`src/rtl/updi_pkg.sv`:
```
// Shared types and helpers for the UPDI transmit path.
package updi_pkg;

  localparam int unsigned UPDI_DATA_BITS = 8;

  typedef enum logic [2:0] {
    ST_IDLE   = 3'd0,
    ST_FETCH  = 3'd1,
    ST_START  = 3'd2,
    ST_DATA   = 3'd3,
    ST_PARITY = 3'd4,
    ST_STOP   = 3'd5,
    ST_BREAK  = 3'd6,
    ST_BRK_HI = 3'd7
  } updi_tx_state_t;

  // Even parity bit: makes the total count of ones (data + parity) even.
  function automatic logic even_parity(input logic [UPDI_DATA_BITS-1:0] b);
    return ^b;
  endfunction

endpackage

```
`src/rtl/updi_tx_baud_counter.sv`:
```
// Bit-period timer: counts 0..CLKS_PER_BIT-1 and flags the last cycle of each bit.
module updi_baud_counter #(
  parameter int unsigned CLKS_PER_BIT = 434
) (
  input  logic clk,
  input  logic rst,
  input  logic clear,
  output logic bit_tick
);

  localparam int unsigned CW = (CLKS_PER_BIT > 1) ? $clog2(CLKS_PER_BIT) : 1;
  localparam logic [CW-1:0] LAST = CW'(CLKS_PER_BIT - 1);

  logic [CW-1:0] cnt_q;
  logic [CW-1:0] cnt_d;

  // Wrap at the end of each bit; clear restarts the period on a state change.
  always_comb begin
    bit_tick = (cnt_q == LAST);
    if (clear || bit_tick) begin
      cnt_d = '0;
    end else begin
      cnt_d = cnt_q + 1'b1;
    end
  end

  // Counter register.
  always_ff @(posedge clk or posedge rst) begin
    if (rst) begin
      cnt_q <= '0;
    end else begin
      cnt_q <= cnt_d;
    end
  end

endmodule

```
`src/rtl/updi_tx.sv`:
```
// UPDI transmitter: drains the TX FIFO into 8E2 UART frames and generates BREAKs.
module updi_tx
  import updi_pkg::*;
#(
  parameter int unsigned CLKS_PER_BIT = 434,
  parameter int unsigned STOP_BITS    = 2,
  parameter int unsigned BREAK_BITS   = 12
) (
  input  logic       clk,
  input  logic       rst,
  input  logic [7:0] fifo_data,
  input  logic       fifo_empty,
  output logic       fifo_rd_en,
  input  logic       break_req,
  output logic       tx,
  output logic       tx_en,
  output logic       busy,
  output logic       done
);

  localparam int unsigned MAXB_A = (UPDI_DATA_BITS > STOP_BITS) ? UPDI_DATA_BITS : STOP_BITS;
  localparam int unsigned MAXB   = (MAXB_A > BREAK_BITS) ? MAXB_A : BREAK_BITS;
  localparam int unsigned BCW    = $clog2(MAXB + 1);

  localparam logic [BCW-1:0] DATA_LAST  = BCW'(UPDI_DATA_BITS - 1);
  localparam logic [BCW-1:0] STOP_LAST  = BCW'(STOP_BITS - 1);
  localparam logic [BCW-1:0] BREAK_LAST = BCW'(BREAK_BITS - 1);

  updi_tx_state_t state_q, state_d;
  logic [7:0]     shift_q, shift_d;
  logic           parity_q, parity_d;
  logic [BCW-1:0] bit_q, bit_d;
  logic           brk_q, brk_d;
  logic           tx_q, tx_d;
  logic           tx_en_q, tx_en_d;
  logic           bit_tick;
  logic           baud_clear;

  // Every state starts its first bit period from zero.
  assign baud_clear = (state_d != state_q) || (state_q == ST_IDLE);

  updi_baud_counter #(
    .CLKS_PER_BIT(CLKS_PER_BIT)
  ) u_baud (
    .clk     (clk),
    .rst     (rst),
    .clear   (baud_clear),
    .bit_tick(bit_tick)
  );

  // Next-state, datapath and registered-output precomputation.
  always_comb begin
    state_d    = state_q;
    shift_d    = shift_q;
    parity_d   = parity_q;
    bit_d      = bit_q;
    fifo_rd_en = 1'b0;
    done       = 1'b0;

    case (state_q)
      ST_IDLE: begin
        if (brk_q) begin
          state_d = ST_BREAK;
        end else if (!fifo_empty) begin
          fifo_rd_en = 1'b1;
          state_d    = ST_FETCH;
        end
      end
      ST_FETCH: begin
        shift_d  = fifo_data;
        parity_d = even_parity(fifo_data);
        state_d  = ST_START;
      end
      ST_START: begin
        if (bit_tick) state_d = ST_DATA;
      end
      ST_DATA: begin
        if (bit_tick) begin
          if (bit_q == DATA_LAST) begin
            state_d = ST_PARITY;
          end else begin
            bit_d   = bit_q + 1'b1;
            shift_d = {1'b0, shift_q[7:1]};
          end
        end
      end
      ST_PARITY: begin
        if (bit_tick) state_d = ST_STOP;
      end
      ST_STOP: begin
        if (bit_tick) begin
          if (bit_q == STOP_LAST) begin
            done    = 1'b1;
            state_d = ST_IDLE;
          end else begin
            bit_d = bit_q + 1'b1;
          end
        end
      end
      ST_BREAK: begin
        if (bit_tick) begin
          if (bit_q == BREAK_LAST) begin
            state_d = ST_BRK_HI;
          end else begin
            bit_d = bit_q + 1'b1;
          end
        end
      end
      ST_BRK_HI: begin
        if (bit_tick) state_d = ST_IDLE;
      end
      default: state_d = ST_IDLE;
    endcase

    if (state_d != state_q) bit_d = '0;

    // A pending request is consumed on BREAK entry; pulses that coincide are absorbed.
    if ((state_q != ST_BREAK) && (state_d == ST_BREAK)) begin
      brk_d = 1'b0;
    end else begin
      brk_d = brk_q | break_req;
    end

    // Line value is derived from the upcoming state so it changes on each bit's first cycle.
    case (state_d)
      ST_START:  tx_d = 1'b0;
      ST_DATA:   tx_d = shift_d[0];
      ST_PARITY: tx_d = parity_q;
      ST_BREAK:  tx_d = 1'b0;
      default:   tx_d = 1'b1;
    endcase
    tx_en_d = (state_d != ST_IDLE) && (state_d != ST_FETCH);
  end

  // State and output registers.
  always_ff @(posedge clk or posedge rst) begin
    if (rst) begin
      state_q  <= ST_IDLE;
      shift_q  <= '0;
      parity_q <= 1'b0;
      bit_q    <= '0;
      brk_q    <= 1'b0;
      tx_q     <= 1'b1;
      tx_en_q  <= 1'b0;
    end else begin
      state_q  <= state_d;
      shift_q  <= shift_d;
      parity_q <= parity_d;
      bit_q    <= bit_d;
      brk_q    <= brk_d;
      tx_q     <= tx_d;
      tx_en_q  <= tx_en_d;
    end
  end

  assign tx    = tx_q;
  assign tx_en = tx_en_q;
  assign busy  = (state_q != ST_IDLE);

endmodule

```
`config.mk`:
```
export PLATFORM = sky130hd
export DESIGN_NAME = updi_tx
export DESIGN_NICKNAME = d
export VERILOG_FILES = /design/src/rtl/updi_pkg.sv /design/src/rtl/updi_tx_baud_counter.sv /design/src/rtl/updi_tx.sv
export SDC_FILE = /design/constraint.sdc
export NUM_CORES = 1
export LEC_CHECK = 0
export ABC_AREA = 1
export BUFFER_PORTS_ARGS = -buffer_cell sky130_fd_sc_hd__buf_2
export CAP_MARGIN = 5
export CELL_PAD_IN_SITES_DETAIL_PLACEMENT = 0
export CELL_PAD_IN_SITES_GLOBAL_PLACEMENT = 1
export CORE_MARGIN = 1.5
export CORE_UTILIZATION = 40
export CTS_CLUSTER_DIAMETER = 100
export DETAILED_ROUTE_END_ITERATION = 6
export HOLD_SLACK_MARGIN = 0.06
export PLACE_DENSITY_LB_ADDON = 0.15
export SYNTH_ARGS = -nofsm -noshare
export SYNTH_HDL_FRONTEND = slang
export SYNTH_SLANG_ARGS = --single-unit
```
`constraint.sdc`:
```
create_clock -name clk -period 3.8 [get_ports clk]
set_input_delay 0.19 -clock clk [delete_from_list [all_inputs] [get_ports clk]]
set_output_delay 0.19 -clock clk [all_outputs]
set_load 0.05 [all_outputs]
```
# After elaboration in Yosys (flattened, before gate mapping)

Cells that the tools add are included.

Add/sub/neg operators: 2
$mul: 0
Div/mod/pow operators: 0
$lt $le $gt $ge: 0
Equality and inequality tests: 26
Shift operators: 0
Mux-type cells: 32
Bitwise operators: 1
Reductions and logical operators: 13

Operators with widths:

| cell                                                | count |
|---|---|
| 2-to-1 mux 3 bit                                    | 11 |
| 2-to-1 mux 4 bit                                    | 7 |
| case mux 3 bit (8 select lines)                     | 1 |
| != test 3 bit, second input constant                | 7 |
| equality test 3 bit, second input constant          | 6 |
| 2-to-1 mux 8 bit                                    | 2 |
| case mux 8 bit (2 select lines)                     | 1 |
| equality test 3 x 2 -> 1 bit, second input constant | 4 |
| case mux 4 bit (3 select lines)                     | 1 |
| adder 9 x 1 -> 9 bit, second input constant         | 1 |
| equality test 9 bit, second input constant          | 1 |
| 2-to-1 mux 9 bit                                    | 1 |
| parity 8 bit                                        | 1 |
| 2-to-1 mux 1 bit                                    | 7 |
| AND reduction 7 bit                                 | 1 |
| nonzero test 3 bit                                  | 2 |
| adder 4 x 1 -> 4 bit, second input constant         | 1 |
| equality test 4 x 1 -> 1 bit, second input constant | 1 |
| equality test 4 x 3 -> 1 bit, second input constant | 1 |
| equality test 4 bit, second input constant          | 1 |
| != test 2 bit, second input constant                | 2 |
| nonzero test 4 bit                                  | 1 |
| equality test 3 x 1 -> 1 bit, second input constant | 1 |
| logical NOT 3 bit                                   | 1 |
| 9 further kinds                                     | 11 |

Register bits after elaboration: 28
Latch bits: 0
Bits in writable memories: 0
Memory bits (read-only): 0
Input port bits: 12
Output and inout bits: 5
Memories kept: 0

# Depth between registers and ports, before layout

Depth after elaboration: 8
Depth in mapped cells: 14

# By module

Synthesis repeated with hierarchy kept, for this count alone.

Cells, all modules: 252
Area total of the unflattened synthesis: 1816.7 sq um

Modules (own cells, without submodules):

| module            | times used | cells each | area an instance (sq um) | seq. area each (sq um) |
|---|---|---|---|---|
| updi_tx           | 1          | 183        | 1310.0                   | 476.7 |
| updi_baud_counter | 1          | 69         | 506.7                    | 225.2 |

# Worst setup path after synthesis

Ideal clock, no wire load.

Path kind: reg-to-reg
From: reg state_q[1]
To: reg u_baud.cnt_q[0]
Arrival: 2012 ps
Required time: 3727 ps
Setup slack: 1716 ps
Cell stages (with the launch flop): 13
Buffers on the path: 1
Clock period less this slack: 2084 ps
Cell sequence: dfrtp_1 buf_6 nor2_1 nand2_1 nor2_1 inv_2 nor2_4 inv_1 nand2_2 nand2_1 nand2_2 nand3_4 nor2_1

Elaborated cells between the ends (all ways): 24

RTL lines:

| item                                        | line                       | RTL |
|---|---|---|
| start, declared                             | updi_tx.sv:29              | `updi_tx_state_t state_q, state_d;` |
| start signal, assigned                      | updi_tx.sv:146             | `state_q <= state_d;` |
| equality test 3 bit (tied with other cells) | updi_tx.sv:60              | `case (state_q)` |
| case mux 3 bit (8 select lines) *           | updi_tx.sv:60              |  |
| net state_d[0]                              | updi_tx.sv:29              |  |
| != test 3 bit *                             | updi_tx.sv:40              | `assign baud_clear = (state_d != state_q) \|\| (state_q == ST_IDLE);` |
| logical OR 1 bit *                          | updi_tx.sv:40              |  |
| logical OR 1 bit *                          | updi_tx_baud_counter.sv:20 | `if (clear \|\| bit_tick) begin` |
| 2-to-1 mux 9 bit *                          | updi_tx_baud_counter.sv:20 |  |
| net u_baud.cnt_d[0]                         | updi_tx_baud_counter.sv:15 | `logic [CW-1:0] cnt_d;` |
| end signal, assigned                        | updi_tx_baud_counter.sv:32 | `cnt_q <= cnt_d;` |
| end, declared                               | updi_tx_baud_counter.sv:14 | `logic [CW-1:0] cnt_q;` |

The timed path passes the listed nets; every way through them passes the cells marked *.
A chain may end at the register's enable or synchronous reset.

# Worst setup path in the final report

From: reg bit_q[0]
To: reg bit_q[2]

Cells in the longest elaborated chain, start to end: 7
Elaborated cells between the ends (all ways): 28

RTL lines:

| item                                                          | line                                         | RTL |
|---|---|---|
| start, declared                                               | updi_tx.sv:32                                | `logic [BCW-1:0] bit_q, bit_d;` |
| start signal, assigned                                        | updi_tx.sv:149                               | `bit_q <= bit_d;` |
| equality test 4 bit (tied with other cells)                   | updi_tx.sv:102                               | `if (bit_q == BREAK_LAST) begin` |
| 2-to-1 mux 3 bit, on equally long branches                    | updi_tx.sv:102, updi_tx.sv:79, updi_tx.sv:92 |  |
| 2-to-1 mux 3 bit, on equally long branches                    | updi_tx.sv:101, updi_tx.sv:78, updi_tx.sv:91 |  |
| case mux 3 bit (8 select lines)                               | updi_tx.sv:60                                |  |
| != test 3 bit                                                 | updi_tx.sv:115                               | `if (state_d != state_q) bit_d = '0;` |
| != test 3 bit (no line) or nonzero test 4 bit (tied branches) | n/a                                          |  |
| AND reduction 7 bit (no line)                                 | n/a                                          |  |

Several ways; a longest one is shown, not always the timed one. The select of a mux whose other input is x is not followed.

==> out/qor.csv <==
stage,metric,value,unit
floorplanning,ios,17,
critical_path,cp.required,3.97,ns
final_layout,area_growth,11.2,%
sta,drv_slew,0,
critical_path,cp-start-kind,flop,
yosys,yosys_warnings,0,
placed_design,hpwl,2660,microns
floorplanning,rows,23,
clock_network,cts_setup_buffers,0,
sta,relSlewSlack,29.1,%
final_layout,antenna_cells,0,
floorplanning,die_area,4560,sq um
final_layout,fin_area,1850,sq um
critical_path,regToRegSetupSlack,1.84,ns
clock_network,cts_root_buffer,clkbuf_8,
floorplanning,start_util,41.6,%
hold_path,hp-class,in -> reg,
placed_design,dp.cells,284,
grt,grt_pass1_wl,5980,microns
yosys,ys_top_cells_by_count,"nand2_1, nor2_1, dfrtp_1, inv_1, nand3_1",
grt,antenna_found_initial,0,
floorplanning,die-height,67.5,microns
yosys,async_flop_share,100,%
yosys,synth_ff_type,dfrtp_1,
clock_network,cts.clk_slew.worst_paths,0.10,ns
placed_design,placed_area,1800,sq um
yosys,synth.cell_area,1670,sq um
yosys,yosysSeqAreaShare,42.1,%
yosys,syn_inst,219,
clock_network,numCtsBuffers,3,
final_layout,nFillCells,437,
detailed_routing,drtAntennaViolNets,0,
power,peakVddDrop,129,uV
yosys,synth_area_leaders,"dfrtp_1, nand2_1, nor2_1, inv_1, nand3_1",
final_layout,final_cells,288,
run,drv_cap,0,
sta,fmax,509,MHz
sta,grt_setup_unrepaired,false,
sta,finalHoldViolCount,0,
grt,grt_pass1_vias,1338,
sta,clock_skew,0.00302,ns
sta,setup_viol_count_final,0,
grt,gr-total-overflow,0,
clock_network,clkSinkCount,28,
detailed_routing,drt_iter0_markers,70,
run_status,status,completed,
detailed_routing,drt_wl_total,3490,microns
final_layout,multiInputGateArea,840,sq um
clock_network,cts_tree,done,
clock_network,ctsHoldBuffers,0,
yosys,syn_area_per_cell,7.60,sq um
placed_design,gp_congestion,0.737,
floorplanning,die_w,67.5,microns
power,p_leak,0.940,nW
critical_path,critPathCaptureType,flop,
power,power_density,290,nW/um^2
sta,post-route-period-util,51.7,%
critical_path,cp.arrival,2.14,ns
final_layout,nNetsFinal,255,
clock_network,cts_max_level,1,
clock_network,ctsLongestPathBuffers,2,
clock_network,insertion_delay,0.28,ns
yosys,yosysUniqueCellTypes,26,
detailed_routing,dr.pass1.iters,4,
yosys,synth_top_area_share,40.6,%
final_layout,seqCellArea,702,sq um
critical_path,worstSetupPathType,reg -> reg,
sta,setup_tns,0,ns
sta,tightest_slew,1.06,ns
detailed_routing,drcViolationCount,0,
floorplanning,core,4000,sq um
grt,grt_use_total,17.5,%
detailed_routing,routed_via_density,4.72,
detailed_routing,num_vias,1358,
yosys,yosys.area.top_type,dfrtp_1,
critical_path,path_max_fanout,5,
placed_design,numPortBuffers,16,
yosys,synth-seq-cells,28,
sta,period_needed,1.96,ns
final_layout,drive_gt1_share,15.1,%
yosys,syn_nets,235,
clock_network,cts_resized,0,
yosys,yosysMostFrequentCell,nand2_1,
grt,grt_max_degree,29,
yosys,synth_edf_count,0,
detailed_routing,wl_per_cell,12.1,microns
## per-layer routing
layer / global-route usage, % / up-vias / part of all wire (%)
li1: - / 721 / -
met1: 23.4 / 621 / 51
met2: 28.7 / 14 / 46
met3: 2.00 / 2 / 1.9
met4: 6.89 / 0 / 0.72
met5: 0 / - / 0
## path summary, 6_finish.rpt
kind,startpoint,to,depth (start not counted)
worst min register to register,shift_q[5],shift_q[5],2
min in group asynchronous,rst,u_baud.cnt_q[2],2
worst max-delay path,bit_q[0],bit_q[2],12
worst max register to register,bit_q[0],bit_q[2],12
max in group asynchronous,rst,shift_q[6],2
worst min-delay path,fifo_data[1],shift_q[1],3
## cell families after synthesis
family	after synthesis	share of synthesized area, %
AOI/OAI and AO/OA	15	6.24
DFF	28	42.1
xor gates and xnor gates	13	6.84
buffers and inverters	31	7.44
and+or+nand+nor	127	33.7
muxes	1	0.676
adders and majority gates	4	3.01
## placed cells by master, fill, tap and decap left out, drive strengths merged, types with 5 or more instances in the layout
cell type and instances:
xnor2 8, xor2 5, nand2 65, buf 16, inv 30, dfrtp 27
nor2 39, nand3 18, a32oi 6
## through the flow
step                power, mW  setup slack [ns]  hold WS (ns)  util, %
floorplan               0.339              1.72         0.255        -
global placement        0.353              1.81         0.427     44.9
detailed placement      0.354              1.84         0.430     44.9
CTS                     0.549              1.82         0.128     46.3
global route            0.561              1.63         0.141     46.3
finish                  0.536              1.84         0.138     46.3
## power breakdown
group	internal (mW)	total (mW)	switching [mW]
Sequential	0.306	0.311	0.00504
Combinational	0.0173	0.0354	0.0180
Clock	0.0929	0.189	0.0964
## registers in the layout (all words and copies together), names as in the netlist
| signal | flops |
|---|---|
| bit_q | 4 |
| brk_q | 1 |
| parity_q | 1 |
| shift_q | 8 |
| state_q | 3 |
| tx | 1 |
| tx_en | 1 |
| u_baud.cnt_q | 9 |
## layout make-up
type                    count  share of cell area [%]
inverters                  30                    6.08
clock buffers               4                    2.97
well taps                  50                    3.38
multi-input cells         160                    45.3
repair buffers             16                    4.32
flip-flops and latches     28                    37.9
## worst max-delay path, cell delays in order (launching register included)
cell and delay, ns:
dfrtp_1 0.44, ha_1 0.22, nand2_1 0.09, nor2_1 0.21, nand3_1 0.10, nand2_1 0.11
nand3_1 0.10, nand2_1 0.17, nand2_1 0.07, nand2_1 0.06, inv_1 0.07, nand2_1 0.15
nor2_1 0.07
No activity file was read; power rests on OpenSTA's default activity.
